===== src/rtl/bitonic_pkg.sv =====
// bitonic_pkg -- shared types and helpers for the bitonic_seq sorter.
//   state_t     : LOAD / SORT / DRAIN phases of the sequential sorter
//   sort_cycles : number of compare-swap cycles needed to sort n elements
package bitonic_pkg;

    typedef enum logic [1:0] {
        LOAD  = 2'd0,
        SORT  = 2'd1,
        DRAIN = 2'd2
    } state_t;

    // One compare-swap per cycle: (n/2) pairs per step, log2n*(log2n+1)/2 steps.
    function automatic int sort_cycles(input int n);
        int lg;
        lg = $clog2(n);
        return (n / 2) * lg * (lg + 1) / 2;
    endfunction

endpackage


===== src/rtl/bitonic_seq_if.sv =====
// bitonic_seq_if -- handshake bundle between a producer/consumer and bitonic_seq.
//   clr                         : synchronous abort of the current batch
//   in_valid/in_ready/in_data   : element input stream
//   out_valid/out_ready/out_data/out_last : sorted element output stream
//   busy                        : sorter is in its compare-swap phase
// master = environment side, slave = sorter side.
interface bitonic_seq_if #(
    parameter int W = 8
);
    logic         clr;
    logic         in_valid;
    logic         in_ready;
    logic [W-1:0] in_data;
    logic         out_valid;
    logic         out_ready;
    logic [W-1:0] out_data;
    logic         out_last;
    logic         busy;

    modport master (
        output clr, in_valid, in_data, out_ready,
        input  in_ready, out_valid, out_data, out_last, busy
    );

    modport slave (
        input  clr, in_valid, in_data, out_ready,
        output in_ready, out_valid, out_data, out_last, busy
    );
endinterface


===== src/rtl/bitonic_seq_bnode.sv =====
// bnode -- single compare-swap node.
//   a, b : operands (a belongs to the lower index, b to the upper index)
//   asc  : 1 = smaller value to lo, 0 = larger value to lo
//   lo, hi : results for the lower / upper index
// Equal operands never swap, so ties keep their order.
module bnode #(
    parameter int W = 8
) (
    input  logic [W-1:0] a,
    input  logic [W-1:0] b,
    input  logic         asc,
    output logic [W-1:0] lo,
    output logic [W-1:0] hi
);
    logic swap;

    always_comb begin
        swap = asc ? (a > b) : (a < b);
        lo   = swap ? b : a;
        hi   = swap ? a : b;
    end
endmodule


===== src/rtl/bitonic_seq.sv =====
// bitonic_seq -- sequential bitonic sorter, one shared compare-swap per cycle.
// Loads N elements, sorts them in place in an N x W register buffer, then
// drains them in order.
//   clk, rst_n : clock, asynchronous active-low reset
//   bus        : bitonic_seq_if.slave (clr, in_* stream, out_* stream, busy)
// Build option: define BITONIC_SEQ_DESC_EN to drain largest-first instead of
// smallest-first; latency is identical either way.
module bitonic_seq
    import bitonic_pkg::*;
#(
    parameter int N = 8,
    parameter int W = 8
) (
    input  logic        clk,
    input  logic        rst_n,
    bitonic_seq_if.slave bus
);
    localparam int LOGN     = $clog2(N);
    localparam int KW       = $clog2(LOGN + 1);
    localparam int PW       = (LOGN > 1) ? LOGN - 1 : 1;
    localparam int SORT_CYC = sort_cycles(N);
    localparam int CW       = $clog2(SORT_CYC + 1);

`ifdef BITONIC_SEQ_DESC_EN
    localparam bit DESC = 1'b1;
`else
    localparam bit DESC = 1'b0;
`endif

    state_t               state, state_nx;
    logic [LOGN-1:0]      wr_idx, rd_idx;
    logic [KW-1:0]        stage;     // log2(k) - 1
    logic [KW-1:0]        jj;        // log2(j)
    logic [PW-1:0]        p;         // pair number within a step
    logic [CW-1:0]        sort_cnt;
    logic [N-1:0][W-1:0]  buf_q;

    logic [LOGN-1:0]      p_ext, i_idx, l_idx;
    logic [LOGN:0]        i_wide;
    logic [KW-1:0]        kbit;
    logic                 asc;
    logic [W-1:0]         lo, hi;
    logic                 sort_last, in_fire, out_fire;

    // Pair index: insert a zero at bit position log2(j) of p.
    always_comb begin
        p_ext  = LOGN'(p);
        i_idx  = ((p_ext >> jj) << (jj + 1'b1)) | (p_ext & ((LOGN'(1) << jj) - 1'b1));
        l_idx  = i_idx | (LOGN'(1) << jj);
        // Extra top bit so the final stage (k == N) tests a zero bit -> all ascending.
        i_wide = {1'b0, i_idx};
        kbit   = stage + 1'b1;
        asc    = (i_wide[kbit] == 1'b0) ^ DESC;
    end

    bnode #(.W(W)) u_node (
        .a   (buf_q[i_idx]),
        .b   (buf_q[l_idx]),
        .asc (asc),
        .lo  (lo),
        .hi  (hi)
    );

    assign sort_last = (sort_cnt == CW'(SORT_CYC - 1));
    assign in_fire   = (state == LOAD)  && bus.in_valid  && !bus.clr;
    assign out_fire  = (state == DRAIN) && bus.out_ready && !bus.clr;

    assign bus.in_ready  = (state == LOAD);
    assign bus.busy      = (state == SORT);
    assign bus.out_valid = (state == DRAIN);
    assign bus.out_data  = buf_q[rd_idx];
    assign bus.out_last  = (state == DRAIN) && (rd_idx == LOGN'(N - 1));

    always_comb begin
        state_nx = state;
        unique case (state)
            LOAD:    if (in_fire && wr_idx == LOGN'(N - 1)) state_nx = SORT;
            SORT:    if (sort_last)                         state_nx = DRAIN;
            DRAIN:   if (out_fire && rd_idx == LOGN'(N - 1)) state_nx = LOAD;
            default: state_nx = LOAD;
        endcase
        if (bus.clr) state_nx = LOAD;
    end

    always_ff @(posedge clk or negedge rst_n) begin
        if (!rst_n) state <= LOAD;
        else        state <= state_nx;
    end

    // Indices wrap to zero naturally at the end of each phase.
    always_ff @(posedge clk or negedge rst_n) begin
        if (!rst_n) begin
            wr_idx   <= '0;
            rd_idx   <= '0;
            stage    <= '0;
            jj       <= '0;
            p        <= '0;
            sort_cnt <= '0;
        end else if (bus.clr) begin
            wr_idx   <= '0;
            rd_idx   <= '0;
            stage    <= '0;
            jj       <= '0;
            p        <= '0;
            sort_cnt <= '0;
        end else begin
            if (in_fire)  wr_idx <= wr_idx + 1'b1;
            if (out_fire) rd_idx <= rd_idx + 1'b1;
            if (state == SORT) begin
                sort_cnt <= sort_last ? '0 : sort_cnt + 1'b1;
                if (p == PW'(N / 2 - 1)) begin
                    p <= '0;
                    if (jj == '0) begin
                        if (sort_last) begin
                            stage <= '0;
                            jj    <= '0;
                        end else begin
                            stage <= stage + 1'b1;
                            jj    <= stage + 1'b1;
                        end
                    end else begin
                        jj <= jj - 1'b1;
                    end
                end else begin
                    p <= p + 1'b1;
                end
            end
        end
    end

    // Data buffer carries no reset; a fresh batch always overwrites it.
    always_ff @(posedge clk) begin
        if (in_fire) begin
            buf_q[wr_idx] <= bus.in_data;
        end else if (state == SORT && !bus.clr) begin
            buf_q[i_idx] <= lo;
            buf_q[l_idx] <= hi;
        end
    end
endmodule

===== src/flat_wrapper.sv =====
// flat-port wrapper written by rule: the top's interface ports become plain ports
module bitonic_seq_flat import bitonic_pkg::*;
#(
    parameter int N = 8,
    parameter int W = 8
)
  (clk, rst_n, bus_clr, bus_in_valid, bus_in_data, bus_out_ready, bus_in_ready, bus_out_valid, bus_out_data, bus_out_last, bus_busy);
  bitonic_seq_if #(.W(W)) bus_i ();
  input  logic clk;
  input  logic rst_n;
  input wire logic [$bits(bus_i.clr)-1:0] bus_clr;
  input wire logic [$bits(bus_i.in_valid)-1:0] bus_in_valid;
  input wire logic [$bits(bus_i.in_data)-1:0] bus_in_data;
  input wire logic [$bits(bus_i.out_ready)-1:0] bus_out_ready;
  output wire logic [$bits(bus_i.in_ready)-1:0] bus_in_ready;
  output wire logic [$bits(bus_i.out_valid)-1:0] bus_out_valid;
  output wire logic [$bits(bus_i.out_data)-1:0] bus_out_data;
  output wire logic [$bits(bus_i.out_last)-1:0] bus_out_last;
  output wire logic [$bits(bus_i.busy)-1:0] bus_busy;
  assign bus_i.clr = bus_clr;
  assign bus_i.in_valid = bus_in_valid;
  assign bus_i.in_data = bus_in_data;
  assign bus_i.out_ready = bus_out_ready;
  assign bus_in_ready = bus_i.in_ready;
  assign bus_out_valid = bus_i.out_valid;
  assign bus_out_data = bus_i.out_data;
  assign bus_out_last = bus_i.out_last;
  assign bus_busy = bus_i.busy;
  bitonic_seq #(.N(N), .W(W)) u_core (.clk(clk), .rst_n(rst_n), .bus(bus_i));
endmodule

===== config.mk =====
export PLATFORM = sky130hd
export DESIGN_NAME = bitonic_seq_flat
export DESIGN_NICKNAME = d
export VERILOG_FILES = /design/src/rtl/bitonic_pkg.sv /design/src/rtl/bitonic_seq_if.sv /design/src/rtl/bitonic_seq_bnode.sv /design/src/rtl/bitonic_seq.sv /design/src/flat_wrapper.sv
export SDC_FILE = /design/constraint.sdc
export NUM_CORES = 1
export LEC_CHECK = 0
export CORE_MARGIN = 2
export CORE_UTILIZATION = 35
export DETAILED_ROUTE_END_ITERATION = 7
export GPL_TIMING_DRIVEN = 0
export PLACE_DENSITY_LB_ADDON = 0.15
export SLEW_MARGIN = 20
export SYNTH_ARGS = -nofsm -noshare
export SYNTH_HDL_FRONTEND = slang
export SYNTH_SLANG_ARGS = --single-unit

===== constraint.sdc =====
create_clock -name clk -period 4.8 [get_ports clk]
set_clock_uncertainty 0.05 [all_clocks]
set_input_delay 0.96 -clock clk [delete_from_list [all_inputs] [get_ports clk]]
set_output_delay 0.96 -clock clk [all_outputs]
set_load 0.03 [all_outputs]

==> impl_metrics.toml <==
[timing]
slew_headroom_pct = 24.0
drv_slew = 0
rsz0062_at_grt = "true"
max_freq_mhz = 211
post-route-period-util_pct = 98.8
period_needed_ns = 4.74
whs_ns = 0.490
setup_viol = 0
finalHoldViolations = 0
worst_slew_pin_slew_ns = 1.13

[synth]
syn_area_mm2 = 0.00649
yosysMostFrequentCell = "nand2_1"
syn-num-nets = 700
synthFlopType = "edfxtp_1"
ys_warn_count = 0
async_flop_share_pct = 22.9
synth_cell_type_count = 70
synth_common_cells = "nand2_1, edfxtp_1, o221ai_1"
syn-instance-count = 668
synth_top_area_cell = "edfxtp_1"
netlist.area_leader.share_pct = 29.6
synth_seq_cells = 83
syn_area_per_cell_um2 = 9.72
synth_edf_count = 64
synth_seq_area_share_pct = 36.9
synthTopCellsByArea = "edfxtp_1, o221ai_1, nand2_1"

[critical_path]
cp_max_fo = 10
start_kind = "register"
worstSetupEndpointType = "register"
crit_chain = "inv_1 -> ha_4 -> or4b_4 -> o21a_2 -> buf_2 -> o21ai_0 -> a31oi_1 -> o21ai_4 -> inv_1 -> ha_1 -> a21oi_1 -> a21oi_2 -> or2_4 -> mux2i_4 -> buf_12 -> mux2i_4 -> o221ai_1"
cpLargestDelayFamily = "compound AO/OA/AOI/OAI gates"
crit_required_ns = 4.80
path_class = "register to register"
arrival_ns = 4.74
cp.buffers_inverters = 4
crit_slowest_cell = "or4b_4"
cp_slowest_stage_delay_ns = 0.54

[layout]
nets = 749
syn_to_final_growth_pct = 20.4
drive_gt1_share_pct = 23.0
finalInstanceArea_mm2 = 0.00781
num_antenna_cells = 0

[drt]
wl_per_cell_um = 26.1
num_vias = 6137
drtIter0Drc = 702
drc = 0
finalWirelength_um = 24800
drt_pass1_iterations = 7
viasPerCell = 6.45
antenna_left = 0

[grt]
grt_use_met1_pct = 35.8
grt_pass1_wl_um = 36900
overflow = 0
grt_usage_pct = 25.2
use_met3_pct = 6.77
first_global_vias = 5688
grt_busiest_layer = "met2"
met2_usage_pct = 37.8
grt_max_degree = 20
antenna_found_initial = 0

[power]
clockPowerShare_pct = 29.4
ir_drop_uv = 186
power.internal_mw = 1.50
power_switching_uw = 819
p_leak_nw = 2.70
power_density_mw_per_mm2 = 297
swShare_pct = 35.3
share_comb_of_total_power_pct = 35.1
pwr-share-seq_pct = 35.6

[flow_run]
drv_cap = 0

[placed_design]
dpl-instance-area_mm2 = 0.00695
gp_congestion = 1.03
dp_hpwl_um = 18200
port_buffers = 16

[floorplanning]
io-pin-count = 25
placementRows = 49
die-area_mm2 = 0.0196
core_mm2 = 0.0181
die_y_um = 140
start_util_pct = 35.9
die_w_um = 140

[clocking]
cts.sinks = 83
clockBufferDepth = 2
cts_tree = "built"
clk_pin_slew_ns = 0.07
h-tree-depth = 3
holdBufCountCts = 0
clockRootBuffer = "clkbuf_16"
cts_made_buffers = 9
clk_latency_ns = 0.36

[outcome]
status = "completed"

[hold_path]
hold_path.class = "register to register"
[flip-flops by register name (all words and copies together) (netlist names)]
| name | flops |
|---|---|
| u_core.buf_q | 64 |
| u_core.jj | 2 |
| u_core.p | 2 |
| u_core.rd_idx | 3 |
| u_core.sort_cnt | 5 |
| u_core.stage | 2 |
| u_core.state | 2 |
| u_core.wr_idx | 3 |
[cell families (layout without fill, tap and decap cells)]
group	count (synthesis)	after routing	share of synthesized area, %
AO/OA/AOI/OAI	179	179	21.1
XOR/XNOR	6	6	0.810
flip-flops	83	83	36.9
multiplexers	58	58	14.3
AND/OR/NAND/NOR	261	261	18.8
buffers and inverters	62	116	4.34
adder cells (fa/ha/maj)	19	19	3.66
[through the flow]
stage / util, % / TNS [ns] / total power, mW / instances / worst slack (ns)
6_report: 43.2 / 0 / 2.32 / 951 / 0.0589
5_1_grt: 43.2 / -0.153 / 2.40 / 951 / -0.0557
4_1_cts: 42.1 / 0 / 2.26 / 943 / 0.00377
3_5_place_dp: 38.4 / -72.63 / 1.47 / 913 / -1.35
3_3_place_gp: 38.4 / -70.11 / 1.47 / 913 / -1.32
2_1_floorplan: - / 0 / 1.28 / 668 / 0.206
[power groups by stage]
stage	logic (mW)	clock network (mW)	registers, mW
after floorplan	0.453	0	0.832
after global placement	0.627	0	0.839
after detailed placement	0.632	0	0.840
after CTS	0.755	0.685	0.824
after global routing	0.857	0.712	0.827
final	0.814	0.682	0.825
[what timing repair did]
item                       4_1_cts  5_1_grt
pin swaps                        9       11
setup endpoints to repair       64       64
hold endpoints to repair         0        0
buffers inserted                17        8
gates resized for setup         51       33
[layout by cell type, fill, tap and decap left out, types with 5 or more instances in the layout]
master / count
a21oi_1: 22
a31oi_1: 14
and2_1: 7
buf_1: 11
buf_4: 27
clkbuf_1: 9
clkbuf_16: 9
clkbuf_2: 8
clkdlybuf4s50_1: 16
dfrtp_1: 18
edfxtp_1: 64
ha_1: 16
inv_1: 15
mux2_2: 11
mux2i_1: 13
mux2i_4: 14
mux4_2: 18
nand2_1: 132
nand2b_1: 8
nand3_1: 10
nand4_1: 6
nor2_1: 35
nor3_1: 22
nor4_2: 5
o21ai_0: 13
o221ai_1: 63
o22ai_1: 9
[worst reg2reg max path, cell delays in order (launching register included)]
cell      delay, ns
dfrtp_2        0.42
inv_1          0.13
ha_4           0.23
or4b_4         0.54
o21a_2         0.19
buf_2          0.21
o21ai_0        0.12
a31oi_1        0.11
o21ai_4        0.36
inv_1          0.09
ha_1           0.35
a21oi_1        0.24
a21oi_2        0.11
or2_4          0.27
mux2i_4        0.18
buf_12         0.18
mux2i_4        0.38
o221ai_1       0.25
[routing by layer]
layer / part of all wire, % / up-vias
met2: 44 / 415
met3: 11 / 45
met4: 2.1 / 0
met1: 42 / 2967
li1: - / 2710
met5: 0 / -
[layout make-up]
type	count	area, µm²
Fill cell	1725	10300
Multi-Input combinational cell	523	4180
Clock buffer	9	225
Clock inverter	7	51.3
Inverter	16	60.1
Buffer	43	249
Sequential cell	83	2400
Timing Repair Buffer	41	360
Tap cell	229	287
[final timing paths]
| kind | endpoint | slack (ns) | cells after the start | start |
|---|---|---|---|---|
| worst max-delay path | u_core.buf_q[35] | 0.06 | 17 | u_core.jj[0] |
| worst min-delay path | u_core.sort_cnt[4] | 0.49 | 2 | u_core.sort_cnt[4] |
| worst max register to register | u_core.buf_q[35] | 0.06 | 17 | u_core.jj[0] |
| worst min register to register | u_core.sort_cnt[4] | 0.49 | 2 | u_core.sort_cnt[4] |
| max in group asynchronous | u_core.jj[0] | 3.00 | 1 | rst_n |
| min in group asynchronous | u_core.state[0] | 1.07 | 1 | rst_n |
(Power assumes the default switching activity.)
